<file path="src/rtl/core_lsu_rsp_queue.sv">
// Data-memory response tracker: records granted dmem requests, matches in-order
// responses, formats load data and hands one result per entry to writeback.
module core_lsu_rsp_queue #(
    parameter int XLEN  = 64,
    parameter int DEPTH = 4,
    parameter int RD_W  = 5
) (
    input  logic                      g_clk,
    input  logic                      g_resetn,
    input  logic                      flush,
    input  logic                      req_valid,
    output logic                      req_ready,
    input  logic                      req_load,
    input  logic [1:0]                req_size,
    input  logic                      req_sext,
    input  logic [$clog2(XLEN/8)-1:0] req_offset,
    input  logic [RD_W-1:0]           req_rd,
    input  logic                      dmem_rvalid,
    input  logic                      dmem_err,
    input  logic [XLEN-1:0]           dmem_rdata,
    output logic                      out_valid,
    input  logic                      out_ready,
    output logic                      out_wen,
    output logic [RD_W-1:0]           out_rd,
    output logic [XLEN-1:0]           out_rdata,
    output logic                      out_err,
    output logic [5:0]                out_cause,
    output logic [$clog2(DEPTH):0]    outstanding
);
    localparam int PW = $clog2(DEPTH);
    localparam int OW = $clog2(XLEN/8);
    localparam int CW = PW + 1;

    typedef enum logic [1:0] {ENT_FREE, ENT_PEND, ENT_DONE} ent_st_t;

    ent_st_t         ent_st   [DEPTH];
    logic            ent_load [DEPTH];
    logic [1:0]      ent_size [DEPTH];
    logic            ent_sext [DEPTH];
    logic [OW-1:0]   ent_off  [DEPTH];
    logic [RD_W-1:0] ent_rd   [DEPTH];
    logic [XLEN-1:0] ent_data [DEPTH];
    logic            ent_err  [DEPTH];

    logic [PW-1:0]   tail;
    logic [PW-1:0]   rsp_ptr;
    logic [PW-1:0]   head;
    logic [CW-1:0]   live_cnt;
    logic [CW-1:0]   drop_cnt;
    logic [CW-1:0]   pend_cnt;
    logic            rsp_take;
    logic            deq;

    logic [XLEN-1:0] fmt_data;
    logic [XLEN-1:0] shifted;
    logic [1:0]      eff_size;
    int unsigned     width;

    // Format against the metadata of the entry this response belongs to.
    always_comb begin
        eff_size = ent_size[rsp_ptr];
        if (XLEN == 32 && eff_size == 2'd3)
            eff_size = 2'd2;
        shifted  = dmem_rdata >> {ent_off[rsp_ptr], 3'b000};
        width    = 32'd8 << eff_size;
        fmt_data = '0;
        if (eff_size == 2'd3) begin
            fmt_data = dmem_rdata;
        end else begin
            for (int unsigned i = 0; i < XLEN; i++)
                fmt_data[i] = (i < width) ? shifted[i]
                                          : (ent_sext[rsp_ptr] & shifted[width-1]);
        end
    end

    always_comb begin
        pend_cnt = '0;
        for (int unsigned i = 0; i < DEPTH; i++)
            if (ent_st[i] == ENT_PEND)
                pend_cnt = pend_cnt + CW'(1);
    end

    assign rsp_take    = dmem_rvalid && (drop_cnt == '0);
    assign out_valid   = (ent_st[head] == ENT_DONE);
    assign deq         = out_valid && out_ready;
    assign outstanding = live_cnt + drop_cnt;
    assign req_ready   = (outstanding < CW'(DEPTH));

    always_ff @(posedge g_clk) begin
        if (!g_resetn) begin
            tail     <= '0;
            rsp_ptr  <= '0;
            head     <= '0;
            live_cnt <= '0;
            drop_cnt <= '0;
            for (int unsigned i = 0; i < DEPTH; i++)
                ent_st[i] <= ENT_FREE;
        end else if (flush) begin
            // Every request still owed a response, including one granted now,
            // becomes a drop; a response arriving now settles one of them.
            tail     <= '0;
            rsp_ptr  <= '0;
            head     <= '0;
            live_cnt <= '0;
            drop_cnt <= drop_cnt + pend_cnt + CW'(req_valid) - CW'(dmem_rvalid);
            for (int unsigned i = 0; i < DEPTH; i++)
                ent_st[i] <= ENT_FREE;
        end else begin
            if (req_valid) begin
                ent_st[tail]   <= ENT_PEND;
                ent_load[tail] <= req_load;
                ent_size[tail] <= req_size;
                ent_sext[tail] <= req_sext;
                ent_off[tail]  <= req_offset;
                ent_rd[tail]   <= req_rd;
                tail           <= tail + PW'(1);
            end
            if (rsp_take) begin
                ent_st[rsp_ptr]   <= ENT_DONE;
                ent_data[rsp_ptr] <= fmt_data;
                ent_err[rsp_ptr]  <= dmem_err;
                rsp_ptr           <= rsp_ptr + PW'(1);
            end else if (dmem_rvalid) begin
                drop_cnt <= drop_cnt - CW'(1);
            end
            if (deq) begin
                ent_st[head] <= ENT_FREE;
                head         <= head + PW'(1);
            end
            live_cnt <= live_cnt + CW'(req_valid) - CW'(deq);
        end
    end

    assign out_rd    = ent_rd[head];
    assign out_err   = out_valid && ent_err[head];
    assign out_wen   = out_valid && ent_load[head] && !ent_err[head];
    assign out_rdata = out_wen ? ent_data[head] : '0;
    assign out_cause = out_err ? (ent_load[head] ? 6'd5 : 6'd7) : 6'd0;

endmodule

</file>
<file path="config.mk">
export PLATFORM = sky130hd
export DESIGN_NAME = core_lsu_rsp_queue
export DESIGN_NICKNAME = d
export VERILOG_FILES = /design/src/rtl/core_lsu_rsp_queue.sv
export SDC_FILE = /design/constraint.sdc
export NUM_CORES = 1
export LEC_CHECK = 0
export CAP_MARGIN = 20
export CORE_MARGIN = 2
export CORE_UTILIZATION = 56
export CTS_CLUSTER_SIZE = 28
export DETAILED_ROUTE_END_ITERATION = 12
export GPL_ROUTABILITY_DRIVEN = 0
export PLACE_DENSITY = 0.79
export SYNTH_ARGS = -nofsm -noshare
export SYNTH_HDL_FRONTEND = slang
export SYNTH_SLANG_ARGS = --single-unit
</file>
<file path="constraint.sdc">
create_clock -name g_clk -period 6.19 [get_ports g_clk]
set_clock_uncertainty 0.2 [all_clocks]
set_input_delay 1.5475 -clock g_clk [delete_from_list [all_inputs] [get_ports g_clk]]
set_output_delay 1.5475 -clock g_clk [all_outputs]
set_load 0.01 [all_outputs]
</file>
==> PnR_summary.wiki, run 1 <==
{| class="wikitable"
! Metric !! Value
|-
| Final std cells w/o fill || 1588
|-
| Fill count || 1905
|-
| Wire length of the first global-routing pass || 56.0 mm
|-
| Final critical path time including I/O delays and setup || 5.15 ns
|-
| Number of placed instances with taps included || 1526
|-
| Pins over their slew limit || 0
|-
| Number of global-route vias before repair || 9516
|-
| Post-Syn Area || 0.0156 mm²
|-
| Bufs on Longest Clock Path || 3
|-
| Global routing usage summed across all routing layers || 25.7%
|-
| Max-cap violations || 0
|-
| Share of flip-flops with an asynchronous set or reset || 0%
|-
| Cells on Worst Hold Path || 2
|-
| Synth Flop Type || edfxtp_1
|-
| Unique masters post-synth || 54
|-
| Number of buffers inserted by port buffering || 161
|-
| Detail Route Antenna Nets || 0
|-
| Number of rows created at floorplan || 61
|-
| Die width || 171 µm
|-
| Utilization of the core after routing || 67.6%
|-
| Period utilisation layout || 83.2%
|-
| Die height || 171 µm
|-
| Ports || 165
|-
| Detailed placer's ending HPWL || 24.5 mm
|-
| Number of enable flip-flop cells after synthesis || 308
|-
| Deepest level of the CTS H-tree || 2
|-
| Endpoint required time on the critical path || 4.44 ns
|-
| TritonCTS buffer count || 34
|-
| Fin nets || 1292
|-
| Area Growth Syn to Fin || 19.4%
|-
| Met1 usage || 36.1%
|-
| GRT met3 Usage || 4.42%
|-
| Relative slew slack || 33.5%
|-
| Clock transition at the registers of the reported paths || 0.07 ns
|-
| Power after layout || 5.44 mW
|-
| Fraction of layout cells with a size suffix above 1 || 15.8%
|-
| Setup slack on the worst flop-to-flop path || 2.11 ns
|-
| Post-Syn Area per Cell || 15.1 µm²
|-
| Commonest non-fill, non-tap cells in the layout || edfxtp_1, clkdlybuf4s50_1, mux4_2, nor2b_1, nand2_1
|-
| Number of buffers inserted to repair setup after CTS || 0
|-
| Total Neg Setup Slack || 0 ns
|-
| Worst-case setup slack after placement || 1.45 ns
|-
| Global-route met2 utilization || 41.1%
|-
| Sink count of the clock tree || 332
|-
| Leakage || 6.26 nW
|-
| Post-Route Hold Slack || 0.344 ns
|-
| DR vias/cell || 6.12
|-
| Final global-route overflow total || 0
|-
| Slack of the critical path || 1.04 ns
|-
| Average routed wire per standard cell || 23.5 µm
|-
| Endpoint type of the worst setup path || primary output
|-
| Hold-fix buffer count after cts || 0
|-
| Transition time at the pin with the least slew margin || 0.997 ns
|-
| Crit path max fanout || 42
|-
| Startpoint class of the critical path || flop
|-
| Placement-stage cell area || 0.0176 mm²
|-
| Arrival time worst endpoint || 3.40 ns
|-
| DRT Pass-1 Iters || 6
|-
| Final hold violation count || 0
|-
| DR vias || 9712
|-
| Largest net degree at the start of global routing || 51
|-
| Final routed wirelength across all metal layers || 37.2 mm
|-
| Timing-limited maximum frequency || 0.194 GHz
|-
| Insertion delay to the later sink of the worst-skew pair || 0.51 ns
|-
| Yosys warnings || 0
|-
| Die area || 0.0293 mm²
|-
| Result of the run || finished, final reports clean
|-
| Design Area, Final || 0.0187 mm²
|-
| Setup Crit Path Kind || reg -> out
|-
| Post-synthesis register bit count || 332
|-
| RSZ-0062 raised after global routing || false
|-
| Register area share after synthesis || 62.2%
|-
| Number of antenna violations at the first check in global routing || 4
|-
| Drc violations || 0
|-
| TritonCTS clock tree || done
|-
| Type of the worst min-delay path || reg -> reg
|-
| Peak supply drop || 282 µV
|-
| Buffer cell driving the clock tree root || clkbuf_16
|-
| Cells resized by post-CTS repair || 0
|-
| Depth of the worst register-to-register path || 5
|-
| Most common cell after layout, fill and taps aside || edfxtp_1
|-
| Global routing's busiest layer || met2
|-
| Power density of the placed cells || 291 mW/mm²
|-
| Final setup violation count || 0
|-
| Starting utilization of the core area || 56.6%
|-
| Area of the core || 0.0276 mm²
|-
| Iteration-0 DRC Markers || 1130
|-
| Synthesized instance count || 1037
|}
## cells in the mapped netlist, types with 2 or more instances
| cell | n | area, µm² |
|---|---|---|
| nor2_1 | 46 | 173 |
| buf_2 | 12 | 60.1 |
| a21oi_1 | 31 | 155 |
| and2_0 | 4 | 25.0 |
| xor2_1 | 4 | 35.0 |
| and2_1 | 12 | 75.1 |
| fa_1 | 4 | 80.1 |
| a221oi_1 | 3 | 26.3 |
| nand3_1 | 4 | 20.0 |
| inv_1 | 26 | 97.6 |
| a31o_2 | 3 | 26.3 |
| o21ai_0 | 36 | 180 |
| o221ai_1 | 6 | 52.6 |
| a2111oi_0 | 4 | 35.0 |
| nand4_1 | 2 | 12.5 |
| buf_4 | 8 | 60.1 |
| o21a_1 | 5 | 37.5 |
| a32o_1 | 6 | 60.1 |
| xnor2_1 | 10 | 87.6 |
| o22ai_1 | 11 | 68.8 |
| nand2_1 | 60 | 225 |
| nand3b_1 | 3 | 22.5 |
| edfxtp_1 | 308 | 9250 |
| o211ai_1 | 2 | 15.0 |
| nor4_1 | 2 | 12.5 |
| a211oi_1 | 18 | 135 |
| a21o_1 | 33 | 248 |
| a31oi_1 | 10 | 62.6 |
| a22oi_1 | 20 | 150 |
| nor3b_1 | 3 | 22.5 |
| o2bb2ai_1 | 3 | 26.3 |
| dfxtp_1 | 24 | 480 |
| buf_1 | 8 | 30.0 |
| buf_6 | 7 | 78.8 |
| ha_1 | 21 | 263 |
| nor2b_1 | 74 | 463 |
| a311oi_1 | 4 | 35.0 |
| nand2b_1 | 4 | 25.0 |
| mux2_2 | 26 | 293 |
| clkbuf_1 | 41 | 154 |
| mux2i_1 | 41 | 410 |
| mux4_2 | 76 | 1710 |
## routing by layer
layer  up-vias  part of all wire [%]
met3       103                   8.3
met5         -                 0.067
li1       4315                     -
met2       482                    48
met4         4                   2.9
met1      4808                    41
## critical path, stage by stage, from the launching register on
cell and delay (ns):
dfxtp_4 0.88, buf_4 0.69, mux4_2 0.61, nor2b_1 0.15
clkdlybuf4s50_1 0.50
## report_power, final
| part | internal [mW] | leakage, nW | switching (mW) |
|---|---|---|---|
| Clock | 1.19 | 0.534 | 0.800 |
| Sequential | 2.60 | 3.00 | 0.0250 |
| Combinational | 0.341 | 2.73 | 0.487 |
| Total | 4.13 | 6.26 | 1.31 |
## path summary, 6_finish.rpt
kind / start / end
max: flop / out_rdata[56]
min: live_cnt[2]$_SDFF_PP0_ / live_cnt[2]$_SDFF_PP0_
max reg2reg: flop / ent_data[0][21]$_DFFE_PP_
min reg2reg: live_cnt[2]$_SDFF_PP0_ / live_cnt[2]$_SDFF_PP0_
## state kept, by name, summed over array words and instances (netlist names), named ones only
name and flops:
rsp_ptr 2, ent_st 8, head 2, ent_size 8, ent_rd 20, drop_cnt 3
tail 2, live_cnt 3, ent_data 256, ent_err 4, ent_off 12, ent_load 4
ent_sext 4
## cell families (layout without fill, tap and decap cells)
family	count (synthesis)	after routing	share of synthesized area, %
flip-flops	332	332	62.2
AND/OR/NAND/NOR	215	215	6.92
buffers and inverters	102	271	3.07
other	1	5	0.0240
AO/OA/AOI/OAI	202	202	9.08
adder cells (fa/ha/maj)	26	26	2.26
multiplexers	145	145	15.6
XOR/XNOR	14	14	0.784
## area by class of cell
cell class                      count  area [µm²]  share of cell area (%)
Multi-Input combinational cell    605        5440                    29.1
Clock inverter                     12         114                   0.610
Sequential cell                   332        9740                    52.2
Tap cell                          378         473                    2.53
Antenna cell                        2        5.00                  0.0268
Clock buffer                       48         977                    5.23
Timing Repair Buffer              185        1830                    9.80
Inverter                           26        97.6                   0.523
Power figures use the tool's default switching activity.
==> inputs of run 2 (changes only) <==
==> constraint.sdc (replaced) <==
create_clock -name g_clk -period 5.1 [get_ports g_clk]
set_clock_uncertainty 0.2 [all_clocks]
set_input_delay 1.275 -clock g_clk [delete_from_list [all_inputs] [get_ports g_clk]]
set_output_delay 1.275 -clock g_clk [all_outputs]
set_load 0.01 [all_outputs]
==> run 2 against run 1 <==
  * Via count grew 0.30%
  * Clock power grew 20%
  * Utilization grew 0.17 points
  * Critical path type unchanged
  * Largest power group unchanged
  * Highest routed layer unchanged
==> PnR_summary.wiki, run 2 (same netlist as run 1, synthesis figures left out) <==
{| class="wikitable"
! Metric !! Value
|-
| Type of the worst min-delay path || reg -> reg
|-
| Multi-input gate area in the final layout || 0.00544 mm²
|-
| Final setup violation count || 0
|-
| Depth of the worst register-to-register path || 7
|-
| Die width || 171 µm
|-
| Endpoint required time on the critical path || 3.62 ns
|-
| Fraction of layout cells with a size suffix above 1 || 15.8%
|-
| Crit path max fanout || 53
|-
| Worst Hold Path EP || live_cnt[2]$_SDFF_PP0_
|-
| Setup Crit Path Kind || reg -> out
|-
| Detail Route Antenna Nets || 0
|-
| Global routing usage summed across all routing layers || 25.4%
|-
| Detailed placer's ending HPWL || 24.6 mm
|-
| Most common cell after layout, fill and taps aside || edfxtp_1
|-
| Fill count || 1898
|-
| Commonest non-fill, non-tap cells in the layout || edfxtp_1, clkdlybuf4s50_1, mux4_2, nor2b_1, nand2_1
|-
| Post-Route Hold Slack || 0.353 ns
|-
| Number of rows created at floorplan || 61
|-
| Power after layout || 6.58 mW
|-
| Cells along the critical path || mux4_2 -> nand3b_1 -> buf_12 -> nor2b_1 -> clkdlybuf4s50_1
|-
| Buffer and inverter count on the worst path || 2
|-
| Timing-limited maximum frequency || 0.222 GHz
|-
| Die height || 171 µm
|-
| Fin nets || 1297
|-
| Number of global-route vias before repair || 9374
|-
| Setup slack on the worst flop-to-flop path || 1.11 ns
|-
| Buffer cell driving the clock tree root || clkbuf_16
|-
| Top reg by flops || ent_data
|-
| Arrival time worst endpoint || 3.03 ns
|-
| R2R Path End || ent_data[3][30]$_DFFE_PP_
|-
| Final critical path time including I/O delays and setup || 4.51 ns
|-
| Iteration-0 DRC Markers || 1121
|-
| Result of the run || finished, final reports clean
|-
| Cells on Worst Hold Path || 2
|-
| Max-cap violations || 0
|-
| Final global-route overflow total || 0
|-
| Sequential cell area || 0.00974 mm²
|-
| TritonCTS clock tree || done
|-
| Deepest level of the CTS H-tree || 2
|-
| Total Neg Setup Slack || 0 ns
|-
| Max incr delay on CP || 0.70 ns
|-
| Wire length of the first global-routing pass || 55.6 mm
|-
| Sink count of the clock tree || 332
|-
| DRT Pass-1 Iters || 6
|-
| Insertion delay to the later sink of the worst-skew pair || 0.51 ns
|-
| DR vias/cell || 6.11
|-
| TritonCTS buffer count || 34
|-
| Largest net degree at the start of global routing || 54
|-
| Number of buffers inserted by port buffering || 161
|-
| Number of flip-flops in the largest register || 256
|-
| Period utilisation layout || 88.3%
|-
| HP Start || live_cnt[2]$_SDFF_PP0_
|-
| Average routed wire per standard cell || 23.0 µm
|-
| Ports || 165
|-
| Area of the core || 0.0276 mm²
|-
| Power density of the placed cells || 352 mW/mm²
|-
| RSZ-0062 raised after global routing || false
|-
| Peak supply drop || 226 µV
|-
| Transition time at the pin with the least slew margin || 0.920 ns
|-
| Hold-fix buffer count after cts || 0
|-
| Bufs on Longest Clock Path || 3
|-
| Relative slew slack || 38.5%
|-
| Clock transition at the registers of the reported paths || 0.05 ns
|-
| Cells resized by post-CTS repair || 0
|-
| DR vias || 9741
|-
| Number of buffers inserted to repair setup after CTS || 0
|-
| Slowest stage cell, crit path || dfxtp_4
|-
| Area Growth Syn to Fin || 19.7%
|-
| Die area || 0.0293 mm²
|-
| Starting utilization of the core area || 56.6%
|-
| Number of antenna violations at the first check in global routing || 4
|-
| Leakage || 6.29 nW
|-
| Startpoint class of the critical path || flop
|-
| Drc violations || 0
|-
| Final hold violation count || 0
|-
| Final routed wirelength across all metal layers || 36.7 mm
|-
| Delay-heaviest family, CP || buffers and inverters
|-
| Largest registers || ent_data (256), ent_rd (20), ent_off (12)
|-
| Endpoint type of the worst setup path || primary output
|-
| Pins over their slew limit || 0
|}
run 2: cell type report:
| type | instances | area share [%] |
|---|---|---|
| well taps | 378 | 2.53 |
| inverters | 26 | 0.521 |
| clock buffers | 50 | 5.26 |
| flip-flops and latches | 332 | 52.0 |
| multi-input cells | 605 | 29.1 |
| repair buffers | 190 | 10.0 |
| diodes | 4 | 0.0535 |
| clock inverters | 10 | 0.528 |
run 2: tightest hold or removal path, delay by kind of cell, from the launching register on:
kind / cells / cell delay, ns
flip-flops: 1 / 0.36
XOR/XNOR: 1 / 0.09
AND/OR/NAND/NOR: 1 / 0.07
run 2: report_power, final:
| part | leakage (nW) | total [mW] | switching, mW | internal [mW] |
|---|---|---|---|---|
| Sequential | 3.00 | 3.19 | 0.0327 | 3.16 |
| Combinational | 2.76 | 0.998 | 0.580 | 0.417 |
| Clock | 0.528 | 2.39 | 0.954 | 1.44 |
run 2: per-stage QoR:
step                instance area (µm²)  utilization, %  worst slack (ns)  cells
finish                            18700            67.7             0.594   1595
global route                      18700            67.7             0.501   1592
CTS                               18700            67.7             0.599   1591
detailed placement                17600            63.8              1.05   1531
global placement                  17600            63.8              1.04   1531
floorplan                         15600               -             0.801   1039
run 2: how the worst max path moves through the flow:
stage                                    end  slack [ns]  depth (start not counted)
floorplan           ent_data[0][0]$_DFFE_PP_        0.80                          3
global placement    drop_cnt[2]$_SDFFE_PN0P_        1.04                          9
detailed placement  drop_cnt[2]$_SDFFE_PN0P_        1.05                          9
CTS                            out_rdata[28]        0.60                          5
global route                   out_rdata[28]        0.50                          5
finish                         out_rdata[28]        0.59                          5
run 2: per-layer routing:
layer	routed length, µm	GRT usage [%]
met3	3420	5.67
met2	17400	40.0
met4	1060	8.07
met1	14800	35.8
met5	16	0
==> inputs of run 3 (changes only) <==
--- a/config.mk
+++ b/config.mk
@@ -6,6 +6,7 @@
 export NUM_CORES = 1
 export LEC_CHECK = 0
 export CAP_MARGIN = 20
+export CORE_ASPECT_RATIO = 0.5
 export CORE_MARGIN = 2
 export CORE_UTILIZATION = 56
 export CTS_CLUSTER_SIZE = 28
==> run 3 against run 2 <==
  * Cell count fell by 0.31%
  * Sequential share of layout area increased by 0.50 points
  * Fmax is 0.84% higher
  * Critical path type unchanged
  * Power down 3.8%
==> PnR_summary.wiki, run 3 (same netlist as run 1, synthesis figures left out) <==
{| class="wikitable"
! Metric !! Value
|-
| Number of rows created at floorplan || 43
|-
| Number of flip-flops in the largest register || 256
|-
| Max incr delay on CP || 0.61 ns
|-
| Detailed placer's ending HPWL || 24.7 mm
|-
| Fraction of power consumed by sequential logic || 50.3%
|-
| Ports || 165
|-
| Number of global-route vias before repair || 9766
|-
| Area of the core || 0.0276 mm²
|-
| Peak supply drop || 231 µV
|-
| Cells resized by post-CTS repair || 0
|-
| Delay-heaviest family, CP || buffers and inverters
|-
| Largest registers || ent_data (256), ent_rd (20), ent_off (12)
|-
| Result of the run || finished, final reports clean
|-
| Startpoint class of the critical path || flop
|-
| Met3 Wirelength || 3.19 mm
|-
| RSZ-0062 raised after global routing || false
|-
| Area Growth Syn to Fin || 18.6%
|-
| Arrival time worst endpoint || 2.99 ns
|-
| Crit path max fanout || 30
|-
| Top reg by flops || ent_data
|-
| Routed met2 length || 18.5 mm
|-
| Share of power burned in combinational logic || 16.2%
|-
| Die width || 240 µm
|-
| Leakage || 6.19 nW
|-
| Die area || 0.0293 mm²
|-
| Internal portion of total power || 4.76 mW
|-
| Starting utilization of the core area || 56.6%
|-
| Wire length the detailed router placed on met1 || 14.7 mm
|-
| Commonest non-fill, non-tap cells in the layout || edfxtp_1, clkdlybuf4s50_1, mux4_2, nor2b_1, nand2_1
|-
| Sw Ratio || 24.9%
|-
| Hold-fix buffer count after cts || 0
|-
| DR vias/cell || 6.25
|-
| Transition time at the pin with the least slew margin || 0.810 ns
|-
| Power share of the clock group || 33.5%
|-
| Final hold violation count || 0
|-
| Clock transition at the registers of the reported paths || 0.06 ns
|-
| Period utilisation layout || 87.6%
|-
| Endpoint required time on the critical path || 3.62 ns
|-
| Wire length of the first global-routing pass || 56.8 mm
|-
| Number of antenna violations at the first check in global routing || 3
|-
| Bufs on Longest Clock Path || 3
|-
| Insertion delay to the later sink of the worst-skew pair || 0.55 ns
|-
| Buffer cell driving the clock tree root || clkbuf_16
|-
| Slowest stage cell, crit path || mux4_2
|-
| Power density of the placed cells || 342 mW/mm²
|-
| Fin nets || 1291
|-
| Total Neg Setup Slack || 0 ns
|-
| Type of the worst min-delay path || reg -> reg
|-
| Sink count of the clock tree || 332
|-
| Fraction of layout cells with a size suffix above 1 || 15.7%
|-
| TritonCTS buffer count || 29
|-
| Detail Route Antenna Nets || 0
|-
| Global routing usage summed across all routing layers || 25.8%
|-
| Final global-route overflow total || 0
|-
| Design Area, Final || 0.0185 mm²
|-
| Endpoint type of the worst setup path || primary output
|-
| Timing-limited maximum frequency || 0.224 GHz
|-
| HP Start || live_cnt[2]$_SDFF_PP0_
|-
| Placement-stage cell area || 0.0176 mm²
|-
| Most common cell after layout, fill and taps aside || edfxtp_1
|-
| Max-cap violations || 0
|-
| Number of buffers inserted by port buffering || 161
|-
| DRT Pass-1 Iters || 7
|-
| Deepest level of the CTS H-tree || 1
|-
| Final routed wirelength across all metal layers || 37.6 mm
|-
| TritonCTS clock tree || done
|-
| Die height || 122 µm
|-
| Pins over their slew limit || 0
|-
| Buffer and inverter count on the worst path || 2
|-
| Average routed wire per standard cell || 23.6 µm
|-
| Drc violations || 0
|-
| Final setup violation count || 0
|-
| DR top layer || met4
|-
| DR vias || 9940
|-
| Setup Crit Path Kind || reg -> out
|-
| Total net switching power || 1.57 mW
|-
| Iteration-0 DRC Markers || 1300
|-
| Relative slew slack || 46.0%
|-
| Cells along the critical path || buf_4 -> mux4_2 -> nor2b_1 -> clkdlybuf4s50_1
|-
| Final critical path time including I/O delays and setup || 4.47 ns
|-
| Largest net degree at the start of global routing || 66
|-
| Number of buffers inserted to repair setup after CTS || 0
|}
==> run 3: final timing paths <==
kind | endpoint | slack, ns | depth (start not counted)
hold / removal | live_cnt[2]$_SDFF_PP0_ | 0.35 | 2
hold reg to reg | live_cnt[2]$_SDFF_PP0_ | 0.35 | 2
setup / recovery | out_rdata[43] | 0.63 | 4
setup reg to reg | ent_data[0][28]$_DFFE_PP_ | 1.43 | 7
==> run 3: per-stage QoR <==
stage | hold slack (ns) | power (mW) | instances | util (%) | setup slack (ns)
after detailed placement | 0.345 | 4.24 | 1534 | 63.8 | 1.02
after global placement | 0.324 | 4.20 | 1534 | 63.8 | 1.08
after global routing | 0.391 | 6.54 | 1587 | 67.1 | 0.403
after CTS | 0.360 | 6.34 | 1587 | 67.1 | 0.568
after floorplan | 0.305 | 3.89 | 1039 | - | 0.801
final | 0.352 | 6.33 | 1590 | 67.2 | 0.632
==> run 3: cell type report <==
cell class | count | area (µm²)
tap | 382 | 478
fill | 1846 | 9060
clock buffer | 40 | 787
antenna | 3 | 7.51
sequential | 332 | 9730
clock inverter | 13 | 121
multi-input combinational | 605 | 5440
timing repair buffer | 189 | 1870
inverter | 26 | 97.6
==> run 3: power groups by stage <==
| stage | Clock, mW | Sequential, mW | Combinational [mW] |
|---|---|---|---|
| floorplan | 0 | 3.23 | 0.654 |
| global placement | 0 | 3.24 | 0.962 |
| detailed placement | 0 | 3.24 | 0.999 |
| CTS | 2.15 | 3.19 | 1.01 |
| global route | 2.25 | 3.19 | 1.10 |
| finish | 2.12 | 3.19 | 1.02 |
==> run 3: per-layer routing <==
metal | vias to the layer above | GRT usage [%]
li1 | 4322 | -
met1 | 5007 | 34.9
met2 | 494 | 42.8
met3 | 117 | 5.35
met4 | 0 | 7.65
met5 | - | 0
==> run 3: worst reg2reg max path, cell delays in order, from the launching register on <==
cell and delay, ns:
dfxtp_1 0.40, buf_4 0.26, mux4_2 0.82, mux2i_1 0.35
mux2i_1 0.18, o211ai_4 0.36, o31a_2 0.47, a21oi_1 0.30
